### src/rtl/multicycle_control_if.sv
// Control bundle between the multicycle RV32I control unit and its datapath.
// The control unit is the master: it reads instruction-register fields and
// the ALU zero flag, and drives every datapath enable and mux select.
interface multicycle_control_if;
  logic [6:0] op;
  logic [2:0] funct3;
  logic       funct7b5;
  logic       zero;

  logic       pcwrite;
  logic       adrsrc;
  logic       memwrite;
  logic       irwrite;
  logic [1:0] resultsrc;
  logic [1:0] alusrca;
  logic [1:0] alusrcb;
  logic [1:0] immsrc;
  logic       regwrite;
  logic [2:0] alucontrol;
  logic       illegal;
  logic [3:0] state;

  modport master (
    input  op, funct3, funct7b5, zero,
    output pcwrite, adrsrc, memwrite, irwrite, resultsrc, alusrca, alusrcb,
           immsrc, regwrite, alucontrol, illegal, state
  );

  modport slave (
    output op, funct3, funct7b5, zero,
    input  pcwrite, adrsrc, memwrite, irwrite, resultsrc, alusrca, alusrcb,
           immsrc, regwrite, alucontrol, illegal, state
  );
endinterface

### src/rtl/multicycle_control.sv
// Main control unit for the multicycle RV32I core. A Moore FSM walks each
// instruction through fetch/decode/execute/memory/writeback on the shared
// datapath; small combinational decoders produce the immediate-format select
// and the ALU operation from the instruction-register fields.
module multicycle_control (
  input  logic              clk,
  input  logic              reset,
  multicycle_control_if.master bus
);

  typedef enum logic [3:0] {
    FETCH    = 4'd0,
    DECODE   = 4'd1,
    MEMADR   = 4'd2,
    MEMREAD  = 4'd3,
    MEMWB    = 4'd4,
    MEMWRITE = 4'd5,
    EXECUTER = 4'd6,
    EXECUTEI = 4'd7,
    ALUWB    = 4'd8,
    BEQ      = 4'd9,
    JAL      = 4'd10
  } state_t;

  localparam logic [6:0] OP_LOAD   = 7'b0000011;
  localparam logic [6:0] OP_STORE  = 7'b0100011;
  localparam logic [6:0] OP_RTYPE  = 7'b0110011;
  localparam logic [6:0] OP_ITYPE  = 7'b0010011;
  localparam logic [6:0] OP_BRANCH = 7'b1100011;
  localparam logic [6:0] OP_JAL    = 7'b1101111;

  state_t     curstate;
  state_t     nextstate;

  logic       pcupdate;
  logic       branch;
  logic       adrsrc;
  logic       memwrite;
  logic       irwrite;
  logic       regwrite;
  logic       illegal;
  logic [1:0] resultsrc;
  logic [1:0] alusrca;
  logic [1:0] alusrcb;
  logic [1:0] aluop;
  logic [1:0] immsrc;
  logic [2:0] alucontrol;

  // State register; reset drops whatever instruction was in flight.
  always_ff @(posedge clk) begin
    if (reset) curstate <= FETCH;
    else       curstate <= nextstate;
  end

  // Moore outputs and next-state selection; unused encodings fall back to FETCH.
  always_comb begin
    nextstate = FETCH;
    pcupdate  = 1'b0;
    branch    = 1'b0;
    adrsrc    = 1'b0;
    memwrite  = 1'b0;
    irwrite   = 1'b0;
    regwrite  = 1'b0;
    illegal   = 1'b0;
    resultsrc = 2'b00;
    alusrca   = 2'b00;
    alusrcb   = 2'b00;
    aluop     = 2'b00;
    case (curstate)
      FETCH: begin
        adrsrc    = 1'b0;
        irwrite   = 1'b1;
        alusrca   = 2'b00;
        alusrcb   = 2'b10;
        aluop     = 2'b00;
        resultsrc = 2'b10;
        pcupdate  = 1'b1;
        nextstate = DECODE;
      end
      DECODE: begin
        alusrca = 2'b01;
        alusrcb = 2'b01;
        aluop   = 2'b00;
        case (bus.op)
          OP_LOAD, OP_STORE: nextstate = MEMADR;
          OP_RTYPE:          nextstate = EXECUTER;
          OP_ITYPE:          nextstate = EXECUTEI;
          OP_BRANCH:         nextstate = BEQ;
          OP_JAL:            nextstate = JAL;
          default: begin
            nextstate = FETCH;
            illegal   = 1'b1;
          end
        endcase
      end
      MEMADR: begin
        alusrca   = 2'b10;
        alusrcb   = 2'b01;
        aluop     = 2'b00;
        nextstate = (bus.op == OP_LOAD) ? MEMREAD : MEMWRITE;
      end
      MEMREAD: begin
        adrsrc    = 1'b1;
        resultsrc = 2'b00;
        nextstate = MEMWB;
      end
      MEMWB: begin
        resultsrc = 2'b01;
        regwrite  = 1'b1;
        nextstate = FETCH;
      end
      MEMWRITE: begin
        adrsrc    = 1'b1;
        resultsrc = 2'b00;
        memwrite  = 1'b1;
        nextstate = FETCH;
      end
      EXECUTER: begin
        alusrca   = 2'b10;
        alusrcb   = 2'b00;
        aluop     = 2'b10;
        nextstate = ALUWB;
      end
      EXECUTEI: begin
        alusrca   = 2'b10;
        alusrcb   = 2'b01;
        aluop     = 2'b10;
        nextstate = ALUWB;
      end
      ALUWB: begin
        resultsrc = 2'b00;
        regwrite  = 1'b1;
        nextstate = FETCH;
      end
      JAL: begin
        alusrca   = 2'b01;
        alusrcb   = 2'b10;
        aluop     = 2'b00;
        resultsrc = 2'b00;
        pcupdate  = 1'b1;
        nextstate = ALUWB;
      end
      BEQ: begin
        alusrca   = 2'b10;
        alusrcb   = 2'b00;
        aluop     = 2'b01;
        resultsrc = 2'b00;
        branch    = 1'b1;
        nextstate = FETCH;
      end
      default: nextstate = FETCH;
    endcase
  end

  // Immediate format follows the opcode in every state.
  always_comb begin
    immsrc = 2'b00;
    case (bus.op)
      OP_STORE:  immsrc = 2'b01;
      OP_BRANCH: immsrc = 2'b10;
      OP_JAL:    immsrc = 2'b11;
      default:   immsrc = 2'b00;
    endcase
  end

  // ALU decoder; op[5] separates R-type from I-type so addi never subtracts.
  always_comb begin
    alucontrol = 3'b000;
    case (aluop)
      2'b00: alucontrol = 3'b000;
      2'b01: alucontrol = 3'b001;
      2'b10: begin
        case (bus.funct3)
          3'b000:  alucontrol = (bus.funct7b5 & bus.op[5]) ? 3'b001 : 3'b000;
          3'b010:  alucontrol = 3'b101;
          3'b110:  alucontrol = 3'b011;
          3'b111:  alucontrol = 3'b010;
          default: alucontrol = 3'b000;
        endcase
      end
      default: alucontrol = 3'b000;
    endcase
  end

  assign bus.pcwrite    = ~reset & (pcupdate | (branch & bus.zero));
  assign bus.irwrite    = ~reset & irwrite;
  assign bus.memwrite   = ~reset & memwrite;
  assign bus.regwrite   = ~reset & regwrite;
  assign bus.illegal    = ~reset & illegal;
  assign bus.adrsrc     = adrsrc;
  assign bus.resultsrc  = resultsrc;
  assign bus.alusrca    = alusrca;
  assign bus.alusrcb    = alusrcb;
  assign bus.immsrc     = immsrc;
  assign bus.alucontrol = alucontrol;
  assign bus.state      = curstate;

endmodule

### src/flat_wrapper.sv
// flat-port wrapper written by rule: the top's interface ports become plain ports
module multicycle_control_flat 
  (clk, reset, bus_op, bus_funct3, bus_funct7b5, bus_zero, bus_pcwrite, bus_adrsrc, bus_memwrite, bus_irwrite, bus_resultsrc, bus_alusrca, bus_alusrcb, bus_immsrc, bus_regwrite, bus_alucontrol, bus_illegal, bus_state);
  multicycle_control_if bus_i ();
  input  logic clk;
  input  logic reset;
  input wire logic [$bits(bus_i.op)-1:0] bus_op;
  input wire logic [$bits(bus_i.funct3)-1:0] bus_funct3;
  input wire logic [$bits(bus_i.funct7b5)-1:0] bus_funct7b5;
  input wire logic [$bits(bus_i.zero)-1:0] bus_zero;
  output wire logic [$bits(bus_i.pcwrite)-1:0] bus_pcwrite;
  output wire logic [$bits(bus_i.adrsrc)-1:0] bus_adrsrc;
  output wire logic [$bits(bus_i.memwrite)-1:0] bus_memwrite;
  output wire logic [$bits(bus_i.irwrite)-1:0] bus_irwrite;
  output wire logic [$bits(bus_i.resultsrc)-1:0] bus_resultsrc;
  output wire logic [$bits(bus_i.alusrca)-1:0] bus_alusrca;
  output wire logic [$bits(bus_i.alusrcb)-1:0] bus_alusrcb;
  output wire logic [$bits(bus_i.immsrc)-1:0] bus_immsrc;
  output wire logic [$bits(bus_i.regwrite)-1:0] bus_regwrite;
  output wire logic [$bits(bus_i.alucontrol)-1:0] bus_alucontrol;
  output wire logic [$bits(bus_i.illegal)-1:0] bus_illegal;
  output wire logic [$bits(bus_i.state)-1:0] bus_state;
  assign bus_i.op = bus_op;
  assign bus_i.funct3 = bus_funct3;
  assign bus_i.funct7b5 = bus_funct7b5;
  assign bus_i.zero = bus_zero;
  assign bus_pcwrite = bus_i.pcwrite;
  assign bus_adrsrc = bus_i.adrsrc;
  assign bus_memwrite = bus_i.memwrite;
  assign bus_irwrite = bus_i.irwrite;
  assign bus_resultsrc = bus_i.resultsrc;
  assign bus_alusrca = bus_i.alusrca;
  assign bus_alusrcb = bus_i.alusrcb;
  assign bus_immsrc = bus_i.immsrc;
  assign bus_regwrite = bus_i.regwrite;
  assign bus_alucontrol = bus_i.alucontrol;
  assign bus_illegal = bus_i.illegal;
  assign bus_state = bus_i.state;
  multicycle_control u_core (.clk(clk), .reset(reset), .bus(bus_i));
endmodule
### config.mk
export PLATFORM = sky130hd
export DESIGN_NAME = multicycle_control_flat
export DESIGN_NICKNAME = d
export VERILOG_FILES = /design/src/rtl/multicycle_control_if.sv /design/src/rtl/multicycle_control.sv /design/src/flat_wrapper.sv
export SDC_FILE = /design/constraint.sdc
export NUM_CORES = 1
export LEC_CHECK = 0
export ABC_CLOCK_PERIOD_IN_PS = 2420
export CAP_MARGIN = 30
export CELL_PAD_IN_SITES_DETAIL_PLACEMENT = 1
export CELL_PAD_IN_SITES_GLOBAL_PLACEMENT = 2
export CORE_ASPECT_RATIO = 0.7
export CORE_MARGIN = 5
export CORE_UTILIZATION = 18
export CTS_CLUSTER_DIAMETER = 40
export DETAILED_ROUTE_END_ITERATION = 10
export GPL_TIMING_DRIVEN = 0
export PLACE_DENSITY = 0.81
export SLEW_MARGIN = 20
export SYNTH_ARGS = -nofsm -noshare
export SYNTH_HDL_FRONTEND = slang
export SYNTH_SLANG_ARGS = --single-unit
### constraint.sdc
create_clock -name clk -period 2.42 [get_ports clk]
set_clock_uncertainty 0.15 [all_clocks]
set_input_delay 0.484 -clock clk [delete_from_list [all_inputs] [get_ports clk]]
set_output_delay 0.484 -clock clk [all_outputs]
set_load 0.01 [all_outputs]
Word-level counts from Yosys, hierarchy flattened. Cells that the tools add are included.

Flip-flop bits (word level): 4. Latch bits: 0. RAM bits: 0. Bits in read-only memories: 0. Bits of input ports: 14. Output and inout bits: 21. Word-level logic and storage cells: 62. Memories kept: 0.

Add/sub/neg operators: 0. Multipliers: 0. Div/mod/pow operators: 0. Order comparisons: 0. Eq/ne operators: 21. Shifts and indexed selects: 0. Muxes and demuxes: 19. Bitwise operators: 9. Reduce and logical (&&, ||, !) cells: 12.

Operator list (number): $pmux 4 s5 (2); $eq 4x3->1 const B (4); $pmux 2 s2 (4); $eq 7x6->1 const B (2); $eq 7x7->1 const B (2); $eq 4x4->1 const B (3); $pmux 3 s4 (1); $reduce_or 2->1 (6); $mux 1 (9); $eq 4x2->1 const B (2); $and 1x1->1 (7); $eq 7x2->1 const B (1); $eq 7x5->1 const B (1); $eq 3x3->1 const B (2); $pmux 2 s3 (1); $pmux 3 s2 (1); $reduce_or 3->1 (2); $reduce_or 6->1 (1); $eq 4x1->1 const B (1); $logic_not 4->1 (1); $reduce_or 4->1 (1); $eq 3x2->1 const B (1); $logic_not 3->1 (1); $mux 3 (1); other kinds (4) (4).

Logic depth before layout (Yosys ltp). Gate-level depths: netlist of the first run.

Depth in word-level cells: 5. Depth in mapped cells: 8. Gate-level depth less buffers: 7.

Worst setup path after synthesis of the first run. OpenSTA, ideal clock, no wires.

Path kind: register to output. Start: register u_core.curstate[1], in the netlist u_core.bus.state[1]. End: output bus_alucontrol[2]. Data arrival time: 1.659 ns. Required time: 1.786 ns. Path slack: 0.127 ns. Stages on the path, launching flop included: 7. Path buffers: 2. Cell sequence: dfxtp_1 > clkbuf_1 > buf_4 > and2_1 > inv_1 > ha_1 > nor4_1.

Word-level cells in the longest chain between the ends: 5. Elaborated cells between the ends (all ways): 8. Classes of those cells: eq/ne (5); mux (2); reduce/logical (1).

RTL lines: from (decl) (line multicycle_control.sv:32) `state_t curstate;`; from (signal assigned) (line multicycle_control.sv:52) `else curstate <= nextstate;`; $eq 4x3->1 (line multicycle_control.sv:69) `case (curstate)`; $reduce_or 2->1 (no source line); $pmux 2 s2 * (line multicycle_control.sv:69); $eq 2x2->1 or $eq 2x1->1 (tied branches) (line multicycle_control.sv:169) `case (aluop)`; $pmux 3 s2 * (line multicycle_control.sv:169); to (decl) (line flat_wrapper.sv:20) `output wire logic [$bits(bus_i.alucontrol)-1:0] bus_alucontrol;`.

Mark *: on every way between the ends. The rest lies on a longest branch, timed or not.

Final worst setup path of the first run.
Start: input bus_op[0]. End: output bus_illegal.

Word-level cells in the longest chain between the ends: 5. Elaborated cells between the ends (all ways): 10. Classes of those cells: eq/ne (6); mux (2); bitwise (1); reduce/logical (1).

RTL lines: from (decl) (line flat_wrapper.sv:7) `input wire logic [$bits(bus_i.op)-1:0] bus_op;`; $eq 7x6->1, or another cell as far along (line multicycle_control.sv:84) `case (bus.op)`; $reduce_or 6->1 (no source line) *; $mux 1 * (line multicycle_control.sv:84); $mux 1 * (line multicycle_control.sv:69); $and 1x1->1 * (line multicycle_control.sv:189) `assign bus.illegal = ~reset & illegal;`; to (decl) (line flat_wrapper.sv:21) `output wire logic [$bits(bus_i.illegal)-1:0] bus_illegal;`.

Marked as above.

==> results of run 1 <==
==> repair_timing <==
| item | CTS | global route |
|---|---|---|
| setup endpoints to repair | 16 | 5 |
| gates resized for setup | 38 | 9 |
| pin swaps | 3 | 4 |
| hold buffers | 0 | 0 |
| buffers inserted | 2 | 1 |
==> metal layers <==
layer	vias to the layer above	wire length, um	global-route usage
li1	352	-	-
met1	343	957	0.122
met2	16	1160	0.175
met3	2	106	0.0284
met4	0	36	0.0441
met5	-	0	0
==> worst min-delay path, cell delays in order (launching register included) <==
cell and delay [ps]:
dfxtp_4 400, a211o_1 140, a21oi_2 60
==> synth_stat cells (all sizes together) <==
cell     n
nand3b   2
o21ai    3
nand2b   4
a21oi    3
o21a     1
nand2    1
or3      2
xnor2    2
or3b     1
ha       2
nor2     5
a2111oi  1
and3b    1
nand4b   1
o21bai   1
inv      3
nor3     6
a211o    1
o41a     1
a32o     1
nand3    1
buf      4
nor4     3
o221a    2
nor4b    1
mux2i    1
clkbuf   1
nor3b    3
nor2b    5
a211oi   1
xor2     2
and3     2
nand4bb  1
and2     1
dfxtp    4
==> kinds of logic (layout without fill, tap and decap cells) <==
group,after synthesis,after routing,share of synthesized area
simple gates,40,40,0.457
flops,4,4,0.141
fa+ha+maj,2,2,0.0441
buf+inv,8,47,0.0706
xor+xnor,4,4,0.0618
compound gates,15,15,0.208
mux,1,1,0.0177
==> where the power goes <==
group | switching (mW) | internal, mW | leakage [nW]
clock network | 0.0298 | 0.106 | 0.0216
registers | 0.00468 | 0.0658 | 0.0347
logic | 0.0406 | 0.0497 | 0.361
total | 0.0750 | 0.221 | 0.417
==> area by class of cell <==
cell class / count / area (sq um) / area share
clock buffers: 3 / 41.3 / 0.0391
plain buffers: 4 / 41.3 / 0.0391
repair buffers: 37 / 335 / 0.318
inverters: 3 / 11.3 / 0.0107
multi-input cells: 62 / 487 / 0.461
well taps: 38 / 47.5 / 0.0451
flip-flops and latches: 4 / 91.3 / 0.0866
==> per-stage QoR <==
stage / TNS [ps] / power [mW] / setup WS, ps / utilization
after global routing: -36.8 / 0.314 / -31.8 / 0.342
after detailed placement: -2920 / 0.163 / -454 / 0.310
after global placement: -2990 / 0.161 / -529 / 0.310
after floorplan: 0 / 0.106 / 127 / -
final: 0 / 0.296 / 41.8 / 0.342
after CTS: -21.7 / 0.297 / -21.7 / 0.329
==> worst min-delay path by stage <==
stage | startpoint | endpoint | cells after the start
after detailed placement | u_core.bus.state[3] | u_core.bus.state[0] | 2
after global placement | u_core.bus.state[3] | u_core.bus.state[0] | 2
final | u_core.bus.state[1] | u_core.bus.state[0] | 2
after CTS | u_core.bus.state[1] | u_core.bus.state[0] | 2
after global routing | u_core.bus.state[1] | u_core.bus.state[0] | 2
after floorplan | u_core.bus.state[3] | u_core.bus.state[0] | 2
==> results.py, run 1 <==
metrics = {
    "floorplanning": {
        "initial_core_util": 0.184,
        "ios": 35,
        "num_rows": 17,
        "die_w_um": 77.1,
        "die_area_sq_um": 4390,
        "die_h_um": 57.0,
        "core_area_sq_um": 3080,
    },
    "worst_setup_path": {
        "startpoint": "bus_op[0]",
        "r2r-start": "u_core.bus.state[2]",
        "crit_fanout": 2,
        "worstSetupEndpoint": "bus_illegal",
        "slowest_stage": "clkdlybuf4s50_1",
        "worstSetupStartpointType": "primary input",
        "r2r_cells": 3,
        "cp_cell_sequence": "clkdlybuf4s50_1, nand4b_1, nor3b_2, buf_4, nor4_4, buf_2",
        "crit_arrival_ps": 1740,
        "r2r-end": "u_core.bus.state[2]",
        "worst_path_dominant_cell_family": "buffers and inverters",
        "worstSetupPathDepth": 6,
        "cp.required_ps": 1790,
        "crit_buf_inv": 3,
        "crit_path_end_kind": "output port",
        "worst-setup-path-type": "in -> out",
        "ff2ff_setup_slack_ps": 1140,
        "cpPeakStageDelay_ps": 420,
    },
    "grt": {
        "overflow": 0,
        "grt_antenna_before_repair": 0,
        "grt_max_degree": 11,
        "grt_use_total": 0.103,
        "grt_pass1_wl_mm": 3.71,
        "grt_pass1_vias": 786,
    },
    "yosys": {
        "ys_warn_count": 0,
        "synth_top_area_share": 0.141,
        "yosys-top-cells-area": "dfxtp_1, nor2b_1, nor3_1",
        "syn_nets": 90,
        "netlist_area_sq_um": 567,
        "ys_seq_area_frac": 0.141,
        "netlist_instances": 74,
        "syn_avg_cell_area_sq_um": 7.66,
        "ys_seq_elements": 4,
        "yosysTopAreaCell": "dfxtp_1",
        "yosysUniqueCellTypes": 39,
    },
    "layout": {
        "layout.nets": 131,
        "final_area_sq_um": 1050,
        "diodes": 0,
        "layout_commonest_cell": "clkdlybuf4s50_1",
        "fillers": 367,
        "largest_reg_flops": 4,
        "drive_above_1_share": 0.248,
        "fin_cells": 151,
        "final_cell_mix": "clkdlybuf4s50_1, dlygate4sd2_1, nor3_1",
        "area_growth_pct": 86.1,
    },
    "placement": {
        "dp_hpwl_mm": 1.75,
        "gp_congestion": 0.752,
        "place_area_sq_um": 955,
        "place_inst": 146,
        "portBuffers": 34,
    },
    "route": {
        "drtPass1Iterations": 4,
        "ant_nets": 0,
        "drc": 0,
        "wirelength_mm": 2.26,
        "drt-initial-drc-count": 25,
        "wl_per_cell_um": 15.0,
        "vias": 713,
        "vias_per_cell": 4.72,
    },
    "timing": {
        "final-hold-violation-count": 0,
        "worst_pin_slew_ps": 339,
        "finalCriticalPeriod_ps": 2380,
        "clock.fmax_ghz": 0.420,
        "setup_violations": 0,
        "holdWs_ps": 490,
        "fin_crit_sh": 0.983,
        "slew_viol_final": 0,
        "slew_headroom": 0.772,
    },
    "cts": {
        "numCtsBuffers": 3,
        "clk_pin_slew_ps": 30,
        "cts.sinks": 4,
        "clk_path_buf_depth": 2,
        "clock_latency_ps": 210,
        "h-tree-depth": 1,
        "cts_tree": "done",
        "cts-root-buf": "clkbuf_8",
    },
    "flow_run": {
        "cap_violations": 0,
    },
    "min_path": {
        "min_path_type": "reg -> reg",
    },
    "pwr": {
        "irDropWorstVdd_mv": 0.122,
        "power_density_nw_per_um2": 281,
        "p_leak_nw": 0.417,
    },
    "run_status": {
        "status": "complete, no violations",
    },
}
(Power assumes the default switching activity.)
==> run 2: changes to the inputs <==
--- a/config.mk
+++ b/config.mk
@@ -5,13 +5,14 @@
 export SDC_FILE = /design/constraint.sdc
 export NUM_CORES = 1
 export LEC_CHECK = 0
+export ABC_AREA = 1
 export ABC_CLOCK_PERIOD_IN_PS = 2420
 export CAP_MARGIN = 30
 export CELL_PAD_IN_SITES_DETAIL_PLACEMENT = 1
 export CELL_PAD_IN_SITES_GLOBAL_PLACEMENT = 2
 export CORE_ASPECT_RATIO = 0.7
 export CORE_MARGIN = 5
-export CORE_UTILIZATION = 18
+export CORE_UTILIZATION = 15
 export CTS_CLUSTER_DIAMETER = 40
 export DETAILED_ROUTE_END_ITERATION = 10
 export GPL_TIMING_DRIVEN = 0
==> run 2 against run 1 <==
- global-route usage decreased by 2.0 points
- core utilization decreased by 4.3 points
- clock power about the same
- fmax grew 1.6%
- worst setup slack better by 38 ps
- via count is 0.70% lower
- register-to-register slack worse by 320 ps
- worst hold slack worse by 100 ps
- total power fell by 1.2%
- final cell count is 24% higher
- critical endpoint is now bus_alucontrol[0]
- highest routed layer is now met3
==> results.py, run 2 <==
metrics = {
    "run_status": {
        "status": "complete, no violations",
    },
    "placement": {
        "place_inst": 179,
        "portBuffers": 33,
        "dp_hpwl_mm": 1.64,
        "gp_congestion": 0.692,
    },
    "grt": {
        "grt_antenna_before_repair": 0,
        "grt_max_degree": 9,
        "grt_use_total": 0.0827,
        "overflow": 0,
        "grt_pass1_vias": 758,
        "grt_pass1_wl_mm": 3.17,
    },
    "floorplanning": {
        "num_rows": 18,
        "die_w_um": 80.7,
        "ios": 35,
        "die_h_um": 59.5,
        "die_area_sq_um": 4800,
        "initial_core_util": 0.152,
        "core_area_sq_um": 3450,
    },
    "worst_setup_path": {
        "worstSetupEndpoint": "bus_alucontrol[0]",
        "startpoint": "u_core.bus.state[2]",
        "r2r-start": "u_core.bus.state[2]",
        "worst-setup-path-type": "reg -> out",
        "r2r_cells": 10,
        "cp.required_ps": 1790,
        "crit_arrival_ps": 1710,
        "r2r-end": "u_core.bus.state[3]",
        "crit_fanout": 4,
        "ff2ff_setup_slack_ps": 820,
        "crit_path_end_kind": "output port",
        "worstSetupStartpointType": "flip-flop",
    },
    "min_path": {
        "worstHoldStart": "reset",
        "min_path_type": "in -> reg",
    },
    "cts": {
        "ctsHoldBuffers": 0,
        "numCtsBuffers": 3,
        "cts-root-buf": "clkbuf_8",
        "cts.sinks": 4,
        "clock_latency_ps": 210,
        "cts_tree": "done",
        "h-tree-depth": 1,
        "clk_pin_slew_ps": 30,
        "clk_path_buf_depth": 2,
    },
    "yosys": {
        "yosys-top-cells-count": "inv_1, nand2_1, nor2_1",
        "async_flop_share": 0,
        "yosys.cell_count.top_type": "inv_1",
        "ys_seq_elements": 4,
        "synth_top_area_share": 0.165,
        "syn_avg_cell_area_sq_um": 5.46,
        "synth_edf_count": 0,
        "synthFlopType": "dfxtp_1",
        "yosys-top-cells-area": "inv_1, dfxtp_1, nand2_1",
        "netlist_area_sq_um": 524,
        "syn_nets": 112,
        "yosysUniqueCellTypes": 22,
        "ys_warn_count": 0,
        "netlist_instances": 96,
        "ys_seq_area_frac": 0.153,
        "yosysTopAreaCell": "inv_1",
    },
    "timing": {
        "holdWs_ps": 391,
        "setup_violations": 0,
        "worst_pin_slew_ps": 278,
        "rsz0062_at_grt": "yes",
        "fin_crit_sh": 0.967,
        "final-hold-violation-count": 0,
        "slew_headroom": 0.813,
        "slew_viol_final": 0,
        "finalCriticalPeriod_ps": 2340,
        "clock.fmax_ghz": 0.427,
    },
    "route": {
        "wirelength_mm": 1.90,
        "vias_per_cell": 3.79,
        "drt-initial-drc-count": 29,
        "ant_nets": 0,
        "wl_per_cell_um": 10.2,
        "drtPass1Iterations": 4,
        "vias": 708,
        "drc": 0,
    },
    "layout": {
        "diodes": 0,
        "drive_above_1_share": 0.277,
        "layout.nets": 155,
        "fin_cells": 187,
        "area_growth_pct": 96.4,
        "layout_commonest_cell": "clkdlybuf4s50_1",
        "final_cell_mix": "clkdlybuf4s50_1, inv_1, nand2_1",
        "largest_reg_flops": 4,
    },
    "pwr": {
        "power_density_nw_per_um2": 284,
        "p_leak_nw": 0.516,
        "irDropWorstVdd_mv": 0.107,
    },
    "flow_run": {
        "cap_violations": 0,
    },
}
## run 2: cell count changes after synthesis, sizes merged, moves of 3 or more
cell and change:
inv +21, nand2 +19, nor2 +17, nand3 +6, nor2b -5, nor3 -5
buf -4, nand2b -4, nand4 +3, nor3b -3
## run 2: worst min path at each step
stage	end	slack (ps)	depth (start not counted)
2_1_floorplan	u_core.bus.state[0]	510	3
3_3_place_gp	u_core.bus.state[1]	530	4
3_5_place_dp	u_core.bus.state[1]	530	4
4_1_cts	u_core.bus.state[1]	410	2
5_1_grt	u_core.bus.state[1]	420	2
6_report	u_core.bus.state[1]	390	2
## run 2: worst max-delay path, cell delays in order, from the launching register on
cell	delay, ps
dfxtp_2	330
inv_1	60
nor2_2	120
inv_2	80
nor2_4	130
ha_2	200
nand2_2	70
nor2_1	80
nor2_1	50
a21oi_1	130
clkdlybuf4s15_2	230
## run 2: final cells by class
type,count,area [sq um]
Sequential cell,4,83.8
Tap cell,50,62.6
Clock buffer,3,41.3
Fill cell,445,2420
Multi-Input combinational cell,67,387
Buffer,1,5.00
Inverter,24,90.1
Timing Repair Buffer,38,360
## run 2: routing by layer
| metal | vias to the layer above | GRT usage | routed length [um] |
|---|---|---|---|
| met4 | 0 | 0.0289 | 0 |
| met1 | 311 | 0.107 | 903 |
| li1 | 381 | - | - |
| met5 | - | 0 | 0 |
| met3 | 0 | 0.0182 | 109 |
| met2 | 16 | 0.137 | 887 |
## run 2: timing repair
action / CTS / global route
endpoints found under the setup margin: 9 / 7
resized for setup: 28 / 9
pin swaps: 3 / 1
buffers inserted: 5 / 0
## run 2: where the power goes
part	internal [mW]	total (mW)	switching [mW]
Clock	0.106	0.138	0.0318
Combinational	0.0434	0.0844	0.0410
Sequential	0.0681	0.0704	0.00237
## run 2: metrics by stage
| step | TNS [ps] | power, mW | instance area (sq um) | setup slack [ps] | util |
|---|---|---|---|---|---|
| 4_1_cts | 0 | 0.299 | 1010 | 7.39 | 0.293 |
| 2_1_floorplan | 0 | 0.105 | 524 | 274 | - |
| 3_3_place_gp | -1120 | 0.156 | 917 | -411 | 0.266 |
| 6_report | 0 | 0.292 | 1030 | 79.4 | 0.299 |
| 5_1_grt | -74.4 | 0.311 | 1030 | -41.3 | 0.299 |
| 3_5_place_dp | -1270 | 0.157 | 917 | -392 | 0.266 |
## run 2: cell families after synthesis
group	after synthesis	share of synthesized area
compound gates	11	0.131
fa+ha+maj	2	0.0477
buf+inv	25	0.181
flops	4	0.153
simple gates	54	0.487
